$ cat config.mk
export PLATFORM = sky130hd
export DESIGN_NAME = branch_stall_ctrl
export DESIGN_NICKNAME = d
export VERILOG_FILES = /design/src/rtl/branch_stall_ctrl.sv
export SDC_FILE = /design/constraint.sdc
export NUM_CORES = 1
export LEC_CHECK = 0
export CAP_MARGIN = 20
export CORE_UTILIZATION = 43
export CTS_CLUSTER_DIAMETER = 30
export DETAILED_ROUTE_END_ITERATION = 10
export GPL_TIMING_DRIVEN = 0
export HOLD_SLACK_MARGIN = 0.12
export PLACE_DENSITY = 0.86
export SKIP_CTS_REPAIR_TIMING = 1
export SYNTH_ARGS = -nofsm -noshare
export SYNTH_HDL_FRONTEND = slang
export SYNTH_SLANG_ARGS = --single-unit
$ cat constraint.sdc
create_clock -name i_clk -period 2.69 [get_ports i_clk]
set_clock_uncertainty 0.1 [all_clocks]
set_input_delay 0.4035 -clock i_clk [delete_from_list [all_inputs] [get_ports i_clk]]
set_output_delay 0.4035 -clock i_clk [all_outputs]
set_load 0.01 [all_outputs]
$ cat src/rtl/branch_stall_ctrl.sv
// Branch load-use stall controller.
// Stalls an ID-stage branch whose source operands are produced by a load
// still in EX (two stall cycles) or MEM (one stall cycle). ALU results are
// assumed forwarded and never stall. Keeps a saturating stall-cycle counter.
module branch_stall_ctrl (
    input  logic        i_clk,
    input  logic        i_rst_n,
    input  logic        i_Enable,
    input  logic        i_ID_Branch,
    input  logic        i_ID_UsesRt,
    input  logic [4:0]  i_Rs,
    input  logic [4:0]  i_Rt,
    input  logic        i_Taken,
    input  logic        i_IDEX_RegWrite,
    input  logic        i_IDEX_MemRead,
    input  logic [4:0]  i_IDEX_RegisterRD,
    input  logic        i_EXMEM_RegWrite,
    input  logic        i_EXMEM_MemRead,
    input  logic [4:0]  i_EXMEM_RegisterRD,
    input  logic        i_ClearCount,
    output logic        o_PCWrite,
    output logic        o_IFID_Write,
    output logic        o_IDEX_Bubble,
    output logic        o_IFID_Flush,
    output logic        o_Stalled,
    output logic [15:0] o_StallCount
);

    typedef enum logic {
        IDLE   = 1'b0,
        STALL1 = 1'b1
    } state_e;

    state_e      state_q, state_d;
    logic [15:0] count_q, count_d;

    logic rs_ex, rt_ex, rs_mem, rt_mem;
    logic haz_ex, haz_mem;
    logic stall;

    // Source/destination matches; register 0 never carries a dependency.
    always_comb begin
        rs_ex  = (i_Rs != 5'd0) && (i_Rs == i_IDEX_RegisterRD);
        rt_ex  = i_ID_UsesRt && (i_Rt != 5'd0) && (i_Rt == i_IDEX_RegisterRD);
        rs_mem = (i_Rs != 5'd0) && (i_Rs == i_EXMEM_RegisterRD);
        rt_mem = i_ID_UsesRt && (i_Rt != 5'd0) && (i_Rt == i_EXMEM_RegisterRD);
        haz_ex  = i_ID_Branch && i_IDEX_MemRead && i_IDEX_RegWrite && (rs_ex || rt_ex);
        haz_mem = i_ID_Branch && i_EXMEM_MemRead && i_EXMEM_RegWrite && (rs_mem || rt_mem);
    end

    // State register.
    always_ff @(posedge i_clk or negedge i_rst_n) begin
        if (!i_rst_n) begin
            state_q <= IDLE;
        end else begin
            state_q <= state_d;
        end
    end

    // Next-state and pipeline control outputs.
    always_comb begin
        state_d       = state_q;
        stall         = 1'b0;
        o_PCWrite     = 1'b0;
        o_IFID_Write  = 1'b0;
        o_IDEX_Bubble = 1'b0;
        o_IFID_Flush  = 1'b0;
        o_Stalled     = 1'b0;

        unique case (state_q)
            IDLE: begin
                if (haz_ex) begin
                    stall   = 1'b1;
                    state_d = STALL1;
                end else if (haz_mem) begin
                    stall   = 1'b1;
                end
            end
            STALL1: begin
                stall   = 1'b1;
                state_d = IDLE;
            end
            default: begin
                state_d = IDLE;
            end
        endcase

        if (!i_Enable) begin
            // Pipeline frozen: hold state, drive every control low.
            state_d = state_q;
        end else begin
            o_PCWrite     = !stall;
            o_IFID_Write  = !stall;
            o_IDEX_Bubble = stall;
            o_Stalled     = stall;
            o_IFID_Flush  = !stall && i_ID_Branch && i_Taken;
        end
    end

    // Stall counter next value: clear wins, otherwise saturating increment.
    always_comb begin
        count_d = count_q;
        if (i_ClearCount) begin
            count_d = '0;
        end else if (i_Enable && stall && (count_q != 16'hFFFF)) begin
            count_d = count_q + 16'd1;
        end
    end

    // Stall counter register.
    always_ff @(posedge i_clk or negedge i_rst_n) begin
        if (!i_rst_n) begin
            count_q <= '0;
        end else begin
            count_q <= count_d;
        end
    end

    assign o_StallCount = count_q;

endmodule

==> results of run 1 <==
-- final timing paths --
check	endpoint	from	cells after the start	slack, ps
setup / recovery	o_IFID_Flush	i_EXMEM_RegWrite	8	30
hold / removal	state_q	i_Enable	3	410
setup reg to reg	o_StallCount[10]	o_StallCount[0]	8	310
hold reg to reg	state_q	state_q	1	410
max in group asynchronous	o_StallCount[3]	i_rst_n	1	1550
min in group asynchronous	o_StallCount[11]	i_rst_n	1	460
-- state kept, by name (all words and copies together), names as in the netlist --
| register | count |
|---|---|
| o_StallCount | 16 |
| state_q | 1 |
-- cell families (layout without fill, tap and decap cells) --
logic type,after synthesis,count (layout)
AO/OA/AOI/OAI,16,16
buffers and inverters,6,62
AND/OR/NAND/NOR,69,69
XOR/XNOR,25,25
adder cells (fa/ha/maj),1,1
multiplexers,7,7
flip-flops,17,17
-- through the flow --
stage | cell area [um2] | utilization | power, mW
floorplan | 1250 | - | 0.305
global placement | 1790 | 0.648 | 0.375
detailed placement | 1790 | 0.648 | 0.379
CTS | 1810 | 0.658 | 0.517
global route | 1910 | 0.691 | 0.539
finish | 1910 | 0.691 | 0.518
-- layer usage --
layer | GRT usage | wire length, um | vias up
met5 | 0 | 0 | -
met2 | 0.398 | 1850 | 52
li1 | - | - | 616
met3 | 0.0442 | 230 | 10
met1 | 0.280 | 1520 | 632
met4 | 0.105 | 70 | 0
-- power breakdown --
| part | switching, mW | leakage (nW) | internal [mW] |
|---|---|---|---|
| sequential | 0.000398 | 0.238 | 0.256 |
| combinational | 0.0572 | 0.606 | 0.0656 |
| clock | 0.0813 | 0.0150 | 0.0577 |
| total | 0.139 | 0.859 | 0.379 |
-- cell type report --
type / instances / area, um2
buffer: 5 / 26.3
inverter: 1 / 3.75
fill: 218 / 851
multi-input combinational: 118 / 856
tap: 31 / 38.8
timing repair buffer: 52 / 531
clock buffer: 4 / 26.3
sequential: 17 / 425
-- placed cells by master (no fill, tap or decap), types with 2 or more instances in the layout --
master           Yosys  final
dlymetal6s2s_1       0     14
clkbuf_2             0      4
or3_1                2      2
nand2b_1             2      2
clkbuf_4             0      3
nand3_1              8      8
a211o_1              2      2
dfrtp_1             17     17
a21oi_1              5      5
or4_4                0      2
xor2_1               8      8
and3_4               0      2
nand2_1              7      7
nor2_1              17     16
clkbuf_1             3      4
o21ai_0              2      2
nand4_1              9      9
mux2i_1              2      2
nor2b_1              6      6
mux2_2               4      4
nor4_2               0      4
buf_4                2      4
clkdlybuf4s50_1      0     32
and3_1               7      5
xnor2_1             17     17
-- critical path: stages --
cell and delay [ps]:
clkdlybuf4s50_1 460, and3_4 190, nand4_1 110, nor4_2 360, nor3_2 110, and3_4 200, and3_1 170, dlymetal6s2s_1 170
==> out/results.tsv, run 1 <==
stage	metric	value	unit
run_status	status	completed	
cts	cts_tree	yes	
power_and_ir_drop	peakVddDrop	0.272	mV
synth	ys.flop_type	dfrtp_1	
cts	cts_buffer_depth	2	
die	die_x	55.9	um
cts	htree_levels	1	
timing	drv_slew	0	
grt	overflow	0	
synth	netlist.area_leader.share	0.341	
grt	grt_pass1_wl	5.69	mm
timing	tns	0	ps
worst_setup_path	required	2190	ps
synth	yosys.area_share.simple	0.296	
grt	first_global_vias	1229	
synth	ys_ff_latch	17	
drt	drtPass1Iterations	4	
worst_hold_path	hp-class	in -> reg	
run	cap_violations	0	
cts	cts_sinks	17	
synth	synth-adder-area-share	0.0100	
die	ioPinCount	52	
power_and_ir_drop	power_density	272	nW/um2
drt	drt_wl_total	3.68	mm
place	place_hpwl	2.71	mm
timing	fmax	375	MHz
grt	grt_usage	0.231	
cts	clock_latency	290	ps
synth	yosys_warnings	0	
layout	drive_above_1_share	0.157	
cts	cts_root_buf	clkbuf_4	
worst_setup_path	path_max_fanout	3	
timing	setup_viol	0	
drt	via_per_inst	5.75	
synth	yosysSeqAreaShare	0.341	
drt	routedWlPerCell	16.1	um
worst_setup_path	cp-end-kind	primary output	
drt	ant_nets	0	
synth	synthMuxAreaShare	0.0641	
synth	synth_fp_nets	173	
synth	avgSynthCellArea	8.86	um2
worst_setup_path	arrival	2160	ps
synth	ys_async_sr_fraction	1.00	
synth	synthTopCellsByArea	dfrtp_1 (34%), xnor2_1 (12%), xor2_1 (5.6%)	
timing	period_minus_slack	2660	ps
place	port_buffers	50	
place	gp_congestion	0.916	
synth	syn_area	1250	um2
synth	synth_edf_count	0	
synth	synth_area_leader_cell	dfrtp_1	
timing	tightest_slew	783	ps
timing	period_share	0.990	
cts	numCtsBuffers	3	
synth	netlist_top_cells_count	dfrtp_1 (17), nor2_1 (17), xnor2_1 (17), nand4_1 (9)	
synth	synthXorXnorAreaFrac	0.175	
layout	syn_to_final_growth	52.7	%
grt	grt_max_degree	18	
synth	synth_top_family_by_area	simple AND/OR/NAND/NOR gates	
layout	diodes	0	
synth	synth.distinct_cells	34	
cts	path_clk_slew	100	ps
die	die-area	3120	um2
die	rows	19	
synth	synth_compound_area_frac	0.0902	
worst_setup_path	criticalPathCategory	in -> out	
layout	fin_nets	230	
power_and_ir_drop	p_leak	0.859	nW
die	die-height	55.9	um
place	dp.cells	222	
synth	netlist_instances	141	
grt	antenna_found_initial	0	
drt	remaining_drc_errors	0	
timing	fin_hold_ws	412	ps
die	start_util	0.453	
timing	slew_headroom	0.476	
die	core	2760	um2
timing	hold_viol_final	0	
timing	setup_ws	25.9	ps
drt	num_vias	1310	
drt	drt_first_iter_violations	37	
layout	layout.cells.non_filler	228	
worst_setup_path	startpoint_type	primary input	
place	post-place-ws	-865	ps
Power figures use the tool's default switching activity.
==> run 2: changes to the inputs <==
Settings changed: CORE_UTILIZATION 43 to 44, CTS_BUF_LIST set to sky130_fd_sc_hd__clkbuf_4, MAX_ROUTING_LAYER set to met4, PLACE_DENSITY 0.86 to 0.87.
==> out/results.tsv, run 2 (synthesized netlist as in run 1, its figures left out) <==
stage	metric	value	unit
timing	fin_hold_ws	395	ps
grt	use_met2	0.392	
grt	grt.met1_usage	0.324	
cts	cts_sinks	17	
drt	num_vias	1357	
run_status	status	completed	
power_and_ir_drop	power_density	270	nW/um2
drt	remaining_drc_errors	0	
worst_hold_path	hp-class	in -> reg	
power_and_ir_drop	power	539	uW
layout	syn_to_final_growth	60.0	%
die	die-height	55.3	um
worst_setup_path	arrival	2170	ps
place	gp_congestion	0.898	
layout	layout.cells.non_filler	232	
worst_hold_path	worstHoldStart	i_Enable	
die	rows	18	
grt	antenna_found_initial	0	
worst_setup_path	startpoint_type	primary input	
layout	final_area	2000	um2
worst_setup_path	path_max_fanout	3	
place	dp.cells	221	
worst_setup_path	timing.rr.end	o_StallCount[10]	
grt	first_global_vias	1314	
power_and_ir_drop	p_leak	0.904	nW
cts	clock_latency	310	ps
drt	ant_nets	0	
power_and_ir_drop	switching_share	0.291	
worst_setup_path	path_buf_inv	4	
timing	tns	0	ps
timing	tightest_slew	795	ps
grt	overflow	0	
worst_setup_path	criticalPathCategory	in -> out	
timing	slew_headroom	0.468	
drt	drtPass1Iterations	4	
worst_setup_path	cp-end-kind	primary output	
cts	cts_buffer_depth	2	
run	cap_violations	0	
grt	grt-busiest-layer	met2	
cts	numCtsBuffers	3	
layout	mostFrequentLayoutCell	clkdlybuf4s50_1	
worst_setup_path	crit_family	buffers and inverters	
worst_setup_path	startpoint	i_IDEX_RegisterRD[3]	
timing	period_share	0.994	
worst_setup_path	worst-r2r-cell-count	8	
layout	diodes	0	
power_and_ir_drop	power_frac_seq	0.475	
die	ioPinCount	52	
layout	fin_nets	235	
timing	period_minus_slack	2670	ps
cts	htree_levels	1	
grt	met3_usage	0.0585	
cts	cts_root_buf	clkbuf_4	
timing	rsz0062_at_grt	true	
layout	largest_register_ffs	16	
drt	drt_wl_total	3.96	mm
power_and_ir_drop	comb_power_share	0.248	
die	core	2570	um2
power_and_ir_drop	p_clk_frac	0.277	
place	post-place-ws	-878	ps
grt	grt_max_degree	18	
die	start_util	0.486	
power_and_ir_drop	peakVddDrop	0.298	mV
layout	nFillCells	175	
timing	hold_viol_final	0	
worst_setup_path	crit_top_cell	buf_6	
worst_hold_path	hold_path_depth	3	
worst_setup_path	critPathMaxStageDelay	490	ps
grt	grt_usage	0.250	
power_and_ir_drop	intPower	382	uW
die	die_x	55.3	um
power_and_ir_drop	p_switching	157	uW
cts	path_clk_slew	100	ps
worst_setup_path	r2r-start	o_StallCount[0]	
worst_setup_path	required	2190	ps
place	place_hpwl	2.65	mm
timing	setup_viol	0	
drt	via_per_inst	5.85	
layout	mostFrequentLayoutCells	clkdlybuf4s50_1 (29), xnor2_1 (17), dfrtp_1 (17)	
grt	grt_pass1_wl	6.03	mm
drt	routedWlPerCell	17.1	um
timing	setup_ws	16.9	ps
worst_setup_path	critPathSlowestCell	clkdlybuf4s50_1	
worst_setup_path	r2r_setup_slack	220	ps
timing	drv_slew	0	
timing	fmax	374	MHz
worst_hold_path	hold_path_end	state_q	
place	dpl_cell_area	1790	um2
layout	drive_above_1_share	0.198	
cts	cts_tree	yes	
place	port_buffers	50	
worst_setup_path	path_cells	clkdlybuf4s50_1, xnor2_1, nand2_1, nor4_4, a31oi_2, buf_4, nand2_2, and2_4, buf_6, buf_6	
layout	final_util	0.778	
die	die-area	3050	um2
drt	drt_first_iter_violations	52	
[run 2: worst max path at each step]
stage	end	slack [ps]	cells after the start
floorplan	o_IFID_Flush	220	6
global placement	o_IFID_Flush	-850	8
detailed placement	o_IFID_Flush	-880	8
CTS	o_IFID_Flush	-880	8
global route	o_Stalled	-30	11
finish	o_Stalled	20	10
[run 2: area by class of cell]
class,count,area [um2],area share
well taps,30,37.5,0.0188
repair buffers,57,597,0.299
clock buffers,3,22.5,0.0113
clock inverters,1,5.00,0.00250
flip-flops and latches,17,425,0.213
multi-input cells,118,877,0.439
inverters,1,3.75,0.00188
plain buffers,5,30.0,0.0150
[run 2: power groups by stage]
| stage | clock (mW) | combinational, mW | sequential [mW] |
|---|---|---|---|
| after floorplan | 0 | 0.0442 | 0.261 |
| after global placement | 0 | 0.115 | 0.261 |
| after detailed placement | 0 | 0.117 | 0.261 |
| after CTS | 0.145 | 0.118 | 0.256 |
| after global routing | 0.161 | 0.144 | 0.256 |
| final | 0.150 | 0.134 | 0.256 |
[run 2: worst reg2reg max path, stage by stage (launching register included)]
cell and delay (ps):
dfrtp_1 430, ha_1 210, nand3_1 110, nor3_1 410, nand4_1 290, nand2_1 230, a21oi_4 90, and3_1 210
mux2_4 300
[run 2: per-layer routing]
layer | routed length, um | vias up | part of all wire
met5 | 0 | - | 0
met4 | 125 | 0 | 0.032
met3 | 301 | 18 | 0.076
met2 | 1870 | 79 | 0.47
met1 | 1660 | 634 | 0.42
li1 | - | 626 | -
